**config.mk**
```make
export PLATFORM = sky130hd
export DESIGN_NAME = bp_stream_pump_out
export DESIGN_NICKNAME = d
export VERILOG_FILES = /design/src/rtl/bp_stream_pump_out.sv
export SDC_FILE = /design/constraint.sdc
export NUM_CORES = 1
export LEC_CHECK = 0
export ABC_CLOCK_PERIOD_IN_PS = 2900
export CAP_MARGIN = 20
export CORE_ASPECT_RATIO = 1.5
export CORE_MARGIN = 4
export CORE_UTILIZATION = 52
export CTS_CLUSTER_SIZE = 28
export DETAILED_ROUTE_END_ITERATION = 8
export GPL_TIMING_DRIVEN = 0
export PLACE_DENSITY = 0.8
export SLEW_MARGIN = 40
export SYNTH_ARGS = -nofsm -noshare
export SYNTH_HDL_FRONTEND = slang
export SYNTH_SLANG_ARGS = --single-unit
```
**constraint.sdc**
```tcl
create_clock -name clk_i -period 2.9 [get_ports clk_i]
set_input_delay 0.87 -clock clk_i [delete_from_list [all_inputs] [get_ports clk_i]]
set_output_delay 0.87 -clock clk_i [all_outputs]
set_load 0.03 [all_outputs]
```
**src/rtl/bp_stream_pump_out.sv**
```systemverilog
// Purpose: converts per-beat FSM output (header + one stream word per beat) into
//          a BedRock xce memory stream; multi-beat messages leave as locked beats.
// Latency: a beat accepted at cycle t appears on mem_* at t+1; 1 beat/cycle sustained.
// Backpressure: two-entry output buffer; fsm_ready_and_o drops while it is full,
//               mem_* stay stable while mem_ready_and_i is low.
//
// Ports:
//   clk_i, reset_n_i            clock, asynchronous active-low reset
//   fsm_header_i/_data_i/_v_i   beat from the FSM (header addr = critical word, size = payload)
//   fsm_ready_and_o             beat accepted when fsm_v_i & fsm_ready_and_o
//   fsm_addr_o                  address of the beat the FSM must present this cycle
//   fsm_new_o / fsm_done_o      first / last beat of a message accepted this cycle
//   mem_header_o/_data_o/_v_o   stream beat toward the bus
//   mem_lock_o                  more beats of this message follow
//   mem_ready_and_i             bus accepts a beat when mem_v_o & mem_ready_and_i
//
// Header layout: {payload, msg_type[3:0], size[2:0], addr[paddr_width_p-1:0]};
// msg_type rd=0, wr=1, uc_rd=2, uc_wr=3; payload bytes = 1 << size.
// Optional macro BP_STREAM_PUMP_OUT_BEAT_ADDR_EN: each beat's header addr carries
// that beat's own address instead of the critical-word address.

module bp_stream_pump_out #(
  parameter int paddr_width_p       = 40,
  parameter int payload_width_p     = 16,
  parameter int stream_data_width_p = 64,
  parameter int block_width_p       = 512,
  parameter bit master_p            = 1'b1,
  localparam int hdr_width_lp       = payload_width_p + 4 + 3 + paddr_width_p
) (
  input  logic                           clk_i,
  input  logic                           reset_n_i,
  input  logic [hdr_width_lp-1:0]        fsm_header_i,
  input  logic [stream_data_width_p-1:0] fsm_data_i,
  input  logic                           fsm_v_i,
  output logic                           fsm_ready_and_o,
  output logic [paddr_width_p-1:0]       fsm_addr_o,
  output logic                           fsm_new_o,
  output logic                           fsm_done_o,
  output logic [hdr_width_lp-1:0]        mem_header_o,
  output logic [stream_data_width_p-1:0] mem_data_o,
  output logic                           mem_v_o,
  output logic                           mem_lock_o,
  input  logic                           mem_ready_and_i
);

  localparam int stream_words_lp  = block_width_p / stream_data_width_p;
  localparam int data_len_lp      = $clog2(stream_words_lp);
  localparam int stream_bytes_lp  = stream_data_width_p / 8;
  localparam int stream_offset_lp = $clog2(stream_bytes_lp);
  localparam int upper_lsb_lp     = stream_offset_lp + data_len_lp;
  localparam int size_lsb_lp      = paddr_width_p;
  localparam int type_lsb_lp      = paddr_width_p + 3;

  localparam logic [3:0] msg_rd_lp    = 4'd0;
  localparam logic [3:0] msg_wr_lp    = 4'd1;
  localparam logic [3:0] msg_uc_rd_lp = 4'd2;
  localparam logic [3:0] msg_uc_wr_lp = 4'd3;

  typedef enum logic {e_ready, e_stream} state_e;

  state_e                    state_q, state_d;
  logic [data_len_lp-1:0]    cnt_q, cnt_d;
  logic [data_len_lp-1:0]    last_cnt_q;
  logic [hdr_width_lp-1:0]   hdr_q;

  // Header decode of the incoming beat.
  logic [paddr_width_p-1:0]  in_addr;
  logic [2:0]                in_size;
  logic [3:0]                in_type;
  logic [data_len_lp-1:0]    first_cnt, last_cnt, num_m1, cur_cnt;
  logic [stream_offset_lp-1:0] low_bits;
  logic [31:0]               msg_bytes, beats_raw, num_stream;
  logic                      is_wr, is_rd, multi, at_last, accept;

  assign in_addr   = fsm_header_i[paddr_width_p-1:0];
  assign in_size   = fsm_header_i[size_lsb_lp +: 3];
  assign in_type   = fsm_header_i[type_lsb_lp +: 4];
  assign first_cnt = in_addr[stream_offset_lp +: data_len_lp];

  // Beat count = payload / beat width, at least one, at most one full block.
  always_comb begin
    msg_bytes = 32'd1 << in_size;
    beats_raw = msg_bytes / 32'(stream_bytes_lp);
    if (beats_raw == 32'd0)                       num_stream = 32'd1;
    else if (beats_raw > 32'(stream_words_lp))    num_stream = 32'(stream_words_lp);
    else                                          num_stream = beats_raw;
    num_m1 = data_len_lp'(num_stream - 32'd1);
  end

  // Last beat index wraps within the block.
  assign last_cnt = first_cnt + num_m1;
  assign is_wr    = (in_type == msg_wr_lp) || (in_type == msg_uc_wr_lp);
  assign is_rd    = (in_type == msg_rd_lp) || (in_type == msg_uc_rd_lp);
  assign multi    = (master_p ? is_wr : is_rd) && (num_stream > 32'd1);
  assign at_last  = (cnt_q == last_cnt_q);

  // Two-entry output buffer.
  logic [hdr_width_lp-1:0]        buf_hdr_q  [2];
  logic [stream_data_width_p-1:0] buf_data_q [2];
  logic [1:0]                     buf_lock_q;
  logic                           wr_ptr_q, rd_ptr_q;
  logic [1:0]                     count_q;
  logic                           full, enq, deq, enq_lock;
  logic [hdr_width_lp-1:0]        enq_hdr;

  assign full = (count_q == 2'd2);
  // Gated by reset so the FSM sees "not ready" the moment reset asserts.
  assign fsm_ready_and_o = reset_n_i & ~full;
  assign accept = fsm_v_i & fsm_ready_and_o;
  assign enq    = accept;
  assign deq    = mem_v_o & mem_ready_and_i;

  assign mem_v_o      = (count_q != 2'd0);
  assign mem_header_o = buf_hdr_q[rd_ptr_q];
  assign mem_data_o   = buf_data_q[rd_ptr_q];
  assign mem_lock_o   = mem_v_o & buf_lock_q[rd_ptr_q];

  // Beat address: live upper bits, beat index, and the critical word's byte offset.
  assign cur_cnt  = (state_q == e_ready) ? first_cnt : cnt_q;
  assign low_bits = (state_q == e_ready) ? in_addr[stream_offset_lp-1:0]
                                         : hdr_q[stream_offset_lp-1:0];
  assign fsm_addr_o = reset_n_i ? {in_addr[paddr_width_p-1:upper_lsb_lp], cur_cnt, low_bits}
                                : '0;

  // State register.
  always_ff @(posedge clk_i or negedge reset_n_i) begin
    if (!reset_n_i) begin
      state_q    <= e_ready;
      cnt_q      <= '0;
      last_cnt_q <= '0;
      hdr_q      <= '0;
    end else begin
      state_q <= state_d;
      cnt_q   <= cnt_d;
      if (state_q == e_ready && accept) begin
        last_cnt_q <= last_cnt;
        hdr_q      <= fsm_header_i;
      end
    end
  end

  // Next-state logic.
  always_comb begin
    state_d = state_q;
    cnt_d   = cnt_q;
    case (state_q)
      e_ready: begin
        if (accept && multi) begin
          state_d = e_stream;
          cnt_d   = first_cnt + 1'b1;
        end
      end
      e_stream: begin
        if (accept) begin
          cnt_d = cnt_q + 1'b1;
          if (at_last) state_d = e_ready;
        end
      end
      default: ;
    endcase
  end

  // Output logic.
  always_comb begin
    fsm_new_o  = 1'b0;
    fsm_done_o = 1'b0;
    enq_lock   = 1'b0;
    case (state_q)
      e_ready: begin
        fsm_new_o  = accept;
        enq_lock   = multi;
        fsm_done_o = accept & ~multi;
      end
      e_stream: begin
        enq_lock   = ~at_last;
        fsm_done_o = accept & at_last;
      end
      default: ;
    endcase
  end

  // Mid-message beats reuse the header captured on the first beat, so its addr
  // is already the critical-word address.
  always_comb begin
    enq_hdr = (state_q == e_ready) ? fsm_header_i : hdr_q;
`ifdef BP_STREAM_PUMP_OUT_BEAT_ADDR_EN
    enq_hdr[paddr_width_p-1:0] = fsm_addr_o;
`endif
  end

  always_ff @(posedge clk_i or negedge reset_n_i) begin
    if (!reset_n_i) begin
      for (int i = 0; i < 2; i++) begin
        buf_hdr_q[i]  <= '0;
        buf_data_q[i] <= '0;
      end
      buf_lock_q <= '0;
      wr_ptr_q   <= 1'b0;
      rd_ptr_q   <= 1'b0;
      count_q    <= 2'd0;
    end else begin
      if (enq) begin
        buf_hdr_q[wr_ptr_q]  <= enq_hdr;
        buf_data_q[wr_ptr_q] <= fsm_data_i;
        buf_lock_q[wr_ptr_q] <= enq_lock;
        wr_ptr_q             <= ~wr_ptr_q;
      end
      if (deq) rd_ptr_q <= ~rd_ptr_q;
      count_q <= count_q + 2'(enq) - 2'(deq);
    end
  end

endmodule

```
* Word level (Yosys, flattened, before mapping)
Index checks and enable logic that the tools add are counted.
** Word-level totals
- Register bits after elaboration :: 330
- Input port bits :: 131
- Output and inout bits :: 172
** Operators by class
- Add/subtract/negate cells :: 6
- $lt $le $gt $ge :: 8
- Equal/unequal tests :: 6
- Shifts and indexed selects :: 1
- Muxes and demuxes :: 33
- Bitwise operators :: 14
- Reduce and logical (&&, ||, !) cells :: 9
** Operators with widths (count)
- 2-to-1 mux 63 bit :: 5
- 2-to-1 mux 64 bit :: 4
- bitwise mux 128 bit :: 1
- bitwise mux 126 bit :: 1
- demux 64 bit (select 1 bit) :: 1
- demux 63 bit (select 1 bit) :: 1
- 2-to-1 mux 29 bit :: 2
- 2-to-1 mux 40 bit :: 1
- > comparator 32 x 1 -> 1 bit, second input constant :: 1
- zero test 32 bit :: 1
- << shifter 1 x 3 -> 32 bit, first input constant :: 1
- > comparator 29 x 4 -> 1 bit, second input constant :: 1
- 2-to-1 mux 3 bit :: 4
- 2-to-1 mux 1 bit :: 7
- adder 3 x 1 -> 3 bit, second input constant :: 2
- bitwise AND 1 bit :: 6
- NOT 1 bit :: 6
- case mux 1 bit (2 select lines) :: 3
- case mux 3 bit (2 select lines) :: 1
- logical AND 1 bit :: 5
- equality test 4 x 1 -> 1 bit, second input constant :: 1
- equality test 4 x 2 -> 1 bit, second input constant :: 1
- >= comparator 2 bit, second input constant :: 2
- < comparator 1 x 2 -> 1 bit, second input constant :: 2
- 15 further kinds :: 17

* Longest topological paths before layout
- Word-level depth :: 9
- Depth in mapped cells :: 11

* Worst setup path after synthesis
Ideal clock, no wire load.
- Kind :: input port to output port
- Start :: in fsm_header_i[46]
- End :: out fsm_done_o
- Arrival time :: 1.837 ns
- Path slack :: 0.193 ns
- Stages :: 4
- Buffers on the path :: 0
- Path through :: nor4bb_1 > nor2_1 > a41oi_1 > nor2_1
** On the way
- Cells in the longest elaborated chain, start to end :: 6
** Ends and longest elaborated chain
- start: declaration :: line 32 : input logic [hdr_width_lp-1:0] fsm_header_i,
- equality test 4 x 1 -> 1 bit or equality test 4 x 2 -> 1 bit (tied branches) :: line 92 : assign is_wr = (in_type == msg_wr_lp) || (in_type == msg_uc_wr_lp);
- logical OR 1 bit * :: line 92
- logical AND 1 bit * :: line 94 : assign multi = (master_p ? is_wr : is_rd) && (num_stream > 32'd1);
- NOT 1 bit * :: line 172 : fsm_done_o = accept & ~multi;
- bitwise AND 1 bit * :: line 172
- case mux 1 bit (2 select lines) * :: line 168 : case (state_q)
- end: declaration :: line 38 : output logic fsm_done_o,
Every way passes the cells marked *; elsewhere a longest branch is shown, timed or not.

* Worst setup path in the final report
- Start :: reg rd_ptr_q
- End :: out mem_data_o[6]
** On the way
- Cells in the longest elaborated chain, start to end :: 4
** Ends and longest elaborated chain
- start: declaration :: line 101 : logic wr_ptr_q, rd_ptr_q;
- start signal: assignment :: line 208 : if (deq) rd_ptr_q <= ~rd_ptr_q;
- NOT 1 -> 2 bit (implied by the code) :: line 115 : assign mem_data_o = buf_data_q[rd_ptr_q];
- 2-to-1 mux 64 bit (implied by the code) (3 in a row) :: line 115
- end: declaration :: line 40 : output logic [stream_data_width_p-1:0] mem_data_o,
Every way passes these cells. The select of a mux whose other input is x is not followed.

==> impl_metrics.toml <==
[outcome]
violations = "negative setup slack"
run_status = "finished with violations"

[die]
num_rows = 77
num_io_pins = 303
coreArea_mm2 = 0.02958
fp.dieH_um = 220.2
initial_core_util_pct = 52.77
die_w_um = 149.5
dieArea_mm2 = 0.03291

[run]
cap_violations = 0

[yosys]
ys_types = 36
synth_top_cell_by_area = "dfrtp_1"
postSynth.asyncResetShare_pct = 100.0
synth_edf_count = 0
synth_area_leaders = "dfrtp_1, mux2_2, mux2_4"
ys_ff_latch = 330
netlist.area_leader.share_pct = 52.91
syn-mean-instance-area_um2 = 15.35
synth_area_mm2 = 0.01561
syn_inst = 1017
synth_warnings = 0
ys.flop_type = "dfrtp_1"
syn_nets = 1154
synth_seq_area_share_pct = 52.91

[setup_path]
cp-start-kind = "register"
path_class = "reg -> out"
required_ns = 2.03
worstPathMaxFanout = 10
cp-end-kind = "output port"
critPathArrivalTime_ns = 2.07

[clock_network]
worst_skew_pair.late_latency_ns = 0.52
cts_hold_buffers = 0
clockBufferDepth = 3
root_buffer = "clkbuf_16"
clk_pin_slew_ns = 0.06
cts_tree = "built"
cts_buffers = 34
htree_num_levels = 2
clock-sinks = 330

[route]
ant_nets = 0
wl_mm = 37.33
dr.first_iter.drc_count = 245
first_pass_iters = 4
via_per_inst = 5.263
vias = 9468
drcViolationCount = 0
wl_per_cell_um = 20.75

[timing]
finalClockSkew_ns = 0.01607
worst_pin_slew_ns = 0.7543
holdWs_ns = 0.1743
hold_viol = 0
rsz0062_at_grt = "true"
drv_slew = 0
slew_headroom_pct = 49.72
setup_viol_count_final = 36
setup_slack_ns = -0.03953
timing.final.crit_period_ns = 2.940
period_share_pct = 101.4
max_freq_mhz = 340.2

[cells_and_area]
drive_gt1_share_pct = 40.61
fin_util_pct = 69.44
fillers = 2130
fin_area_mm2 = 0.02054
fin_nets = 1514
stdcell_count = 1799
area_growth_pct = 31.60

[place]
dp.cells = 1719
numPortBuffers = 302
dp_hpwl_mm = 26.35
gp_congestion = 0.7805
postPlaceCellArea_mm2 = 0.01927

[global_routing]
grt_first_pass_wirelength_mm = 58.71
grtUsageMet3_pct = 4.446
antenna_found_initial = 4
grt_overflow_total = 0
globalRouteTotalUtil_pct = 22.59
grt_use_met1_pct = 27.22
use_met2_pct = 40.82
grt_pass1_vias = 10624
grt_start_max_net_pins = 70
grt.busiest_layer = "met2"

[power_and_ir_drop]
vdd_ir_drop_max_mv = 0.6918
switching_share_pct = 37.63
p_seq_share_pct = 32.3
total_power_mw = 25.21
clkPwrFrac_pct = 17.8
power_density_mw_per_mm2 = 1228
internal_power_mw = 15.73
comb_power_share_pct = 50.0
p_sw_mw = 9.489
leakage_nw = 9.482

[hold_path]
hold_path_class = "in -> async"
## cell usage in the layout (no fill, tap or decap), drive strengths merged
cell type,instances
a21boi,1
nand2b,5
clkdlybuf4s50,125
nand3,2
o21ai,4
nor3,2
a21oi,1
clkdlybuf4s15,30
dfrtp,330
xnor2,9
o221a,1
o21a,1
o31ai,1
xor2,2
nor4bb,1
diode,3
a31oi,1
or3b,1
bufinv,1
nand2,15
ha,6
buf,84
mux2,509
clkbuf,85
inv,8
dlygate4sd2,114
nand3b,1
nor2,9
mux2i,1
clkinv,5
nor2b,1
a41oi,1
and2,41
bufbuf,3
## flip-flops by register name (all words and copies together) (netlist names)
signal      cells
buf_hdr_q     126
rd_ptr_q        1
state_q         1
last_cnt_q      3
cnt_q           3
buf_lock_q      2
wr_ptr_q        1
count_q         2
hdr_q          63
buf_data_q    128
## stage by stage
stage / setup WS (ns) / setup TNS, ns
2_1_floorplan: 0.1930 / 0
5_1_grt: -0.1181 / -6.225
3_5_place_dp: -1.204 / -74.80
6_report: -0.03953 / -0.6680
3_3_place_gp: -13.49 / -8994.07
4_1_cts: -0.07983 / -4.824
## cell type report
cell class                 count  area, um^2  area share [%]
clock buffer                  54        1090           5.306
sequential                   330        8258           40.20
buffer                        62       560.5           2.729
timing repair buffer         325        3123           15.20
multi-input combinational    616        6922           33.70
inverter                       8       30.03          0.1462
tap                          395       494.2           2.406
antenna                        3       7.507         0.03655
clock inverter                 6       55.05          0.2680
## metal layers
layer | wire (um) | up-vias
li1 | - | 4330
met1 | 14680 | 4858
met2 | 19650 | 215
met3 | 1873 | 63
met5 | 12 | -
met4 | 1119 | 2
## power groups by stage
stage | registers (mW) | clock network (mW) | logic [mW]
final | 8.13 | 4.48 | 12.6
after global routing | 8.41 | 4.76 | 13.4
after CTS | 8.13 | 4.56 | 12.8
after detailed placement | 8.16 | 0 | 13.4
after global placement | 8.03 | 0 | 13.2
after floorplan | 7.77 | 0 | 9.07
## synth_stat cells, types with 2 or more instances
cell type	number
and2_1	41
buf_2	19
buf_4	17
buf_6	14
clkbuf_1	13
dfrtp_1	330
ha_1	6
inv_1	7
mux2_1	143
mux2_2	246
mux2_4	120
nand2_1	14
nand2b_1	4
nor2_1	9
o21ai_0	4
xnor2_1	9
xor2_1	2
## cells by family (layout without fill, tap and decap cells)
kind of cell | count (synthesis) | count (layout) | share of synthesized area [%]
flops | 330 | 330 | 52.91
compound gates | 11 | 11 | 0.4730
other cells | 0 | 3 | 0
xor+xnor | 11 | 11 | 0.6173
fa+ha+maj | 6 | 6 | 0.4810
buf+inv | 71 | 455 | 2.942
mux | 510 | 510 | 39.67
simple gates | 78 | 78 | 2.902
## what timing repair did
action	CTS	global route
gates cloned	3	0
gates resized for setup	319	59
endpoints found under the setup margin	171	128
pin swaps	3	3
setup buffers	8	7
## worst paths after layout
kind	endpoint	start	depth (start not counted)	slack [ns]
worst max-delay path	mem_data_o[6]	rd_ptr_q$_DFFE_PN0P_	4	-0.04
worst min-delay path	hdr_q[29]$_DFFE_PN0P_	reset_n_i	1	0.17
worst max register to register	buf_lock_q[0]$_DFFE_PN0P_	state_q$_DFF_PN0_	12	0.76
worst min register to register	buf_hdr_q[89]$_DFFE_PN0P_	buf_hdr_q[89]$_DFFE_PN0P_	1	0.48
max in group asynchronous	buf_data_q[77]$_DFFE_PN0P_	reset_n_i	4	1.82
min in group clk_i	buf_hdr_q[89]$_DFFE_PN0P_	buf_hdr_q[89]$_DFFE_PN0P_	1	0.48
## critical path: stages, from the launching register on
cell and delay (ns):
dfrtp_1 0.39, buf_8 0.21, buf_4 0.22, mux2_2 0.36, dlygate4sd2_1 0.36
Power figures use the tool's default switching activity.
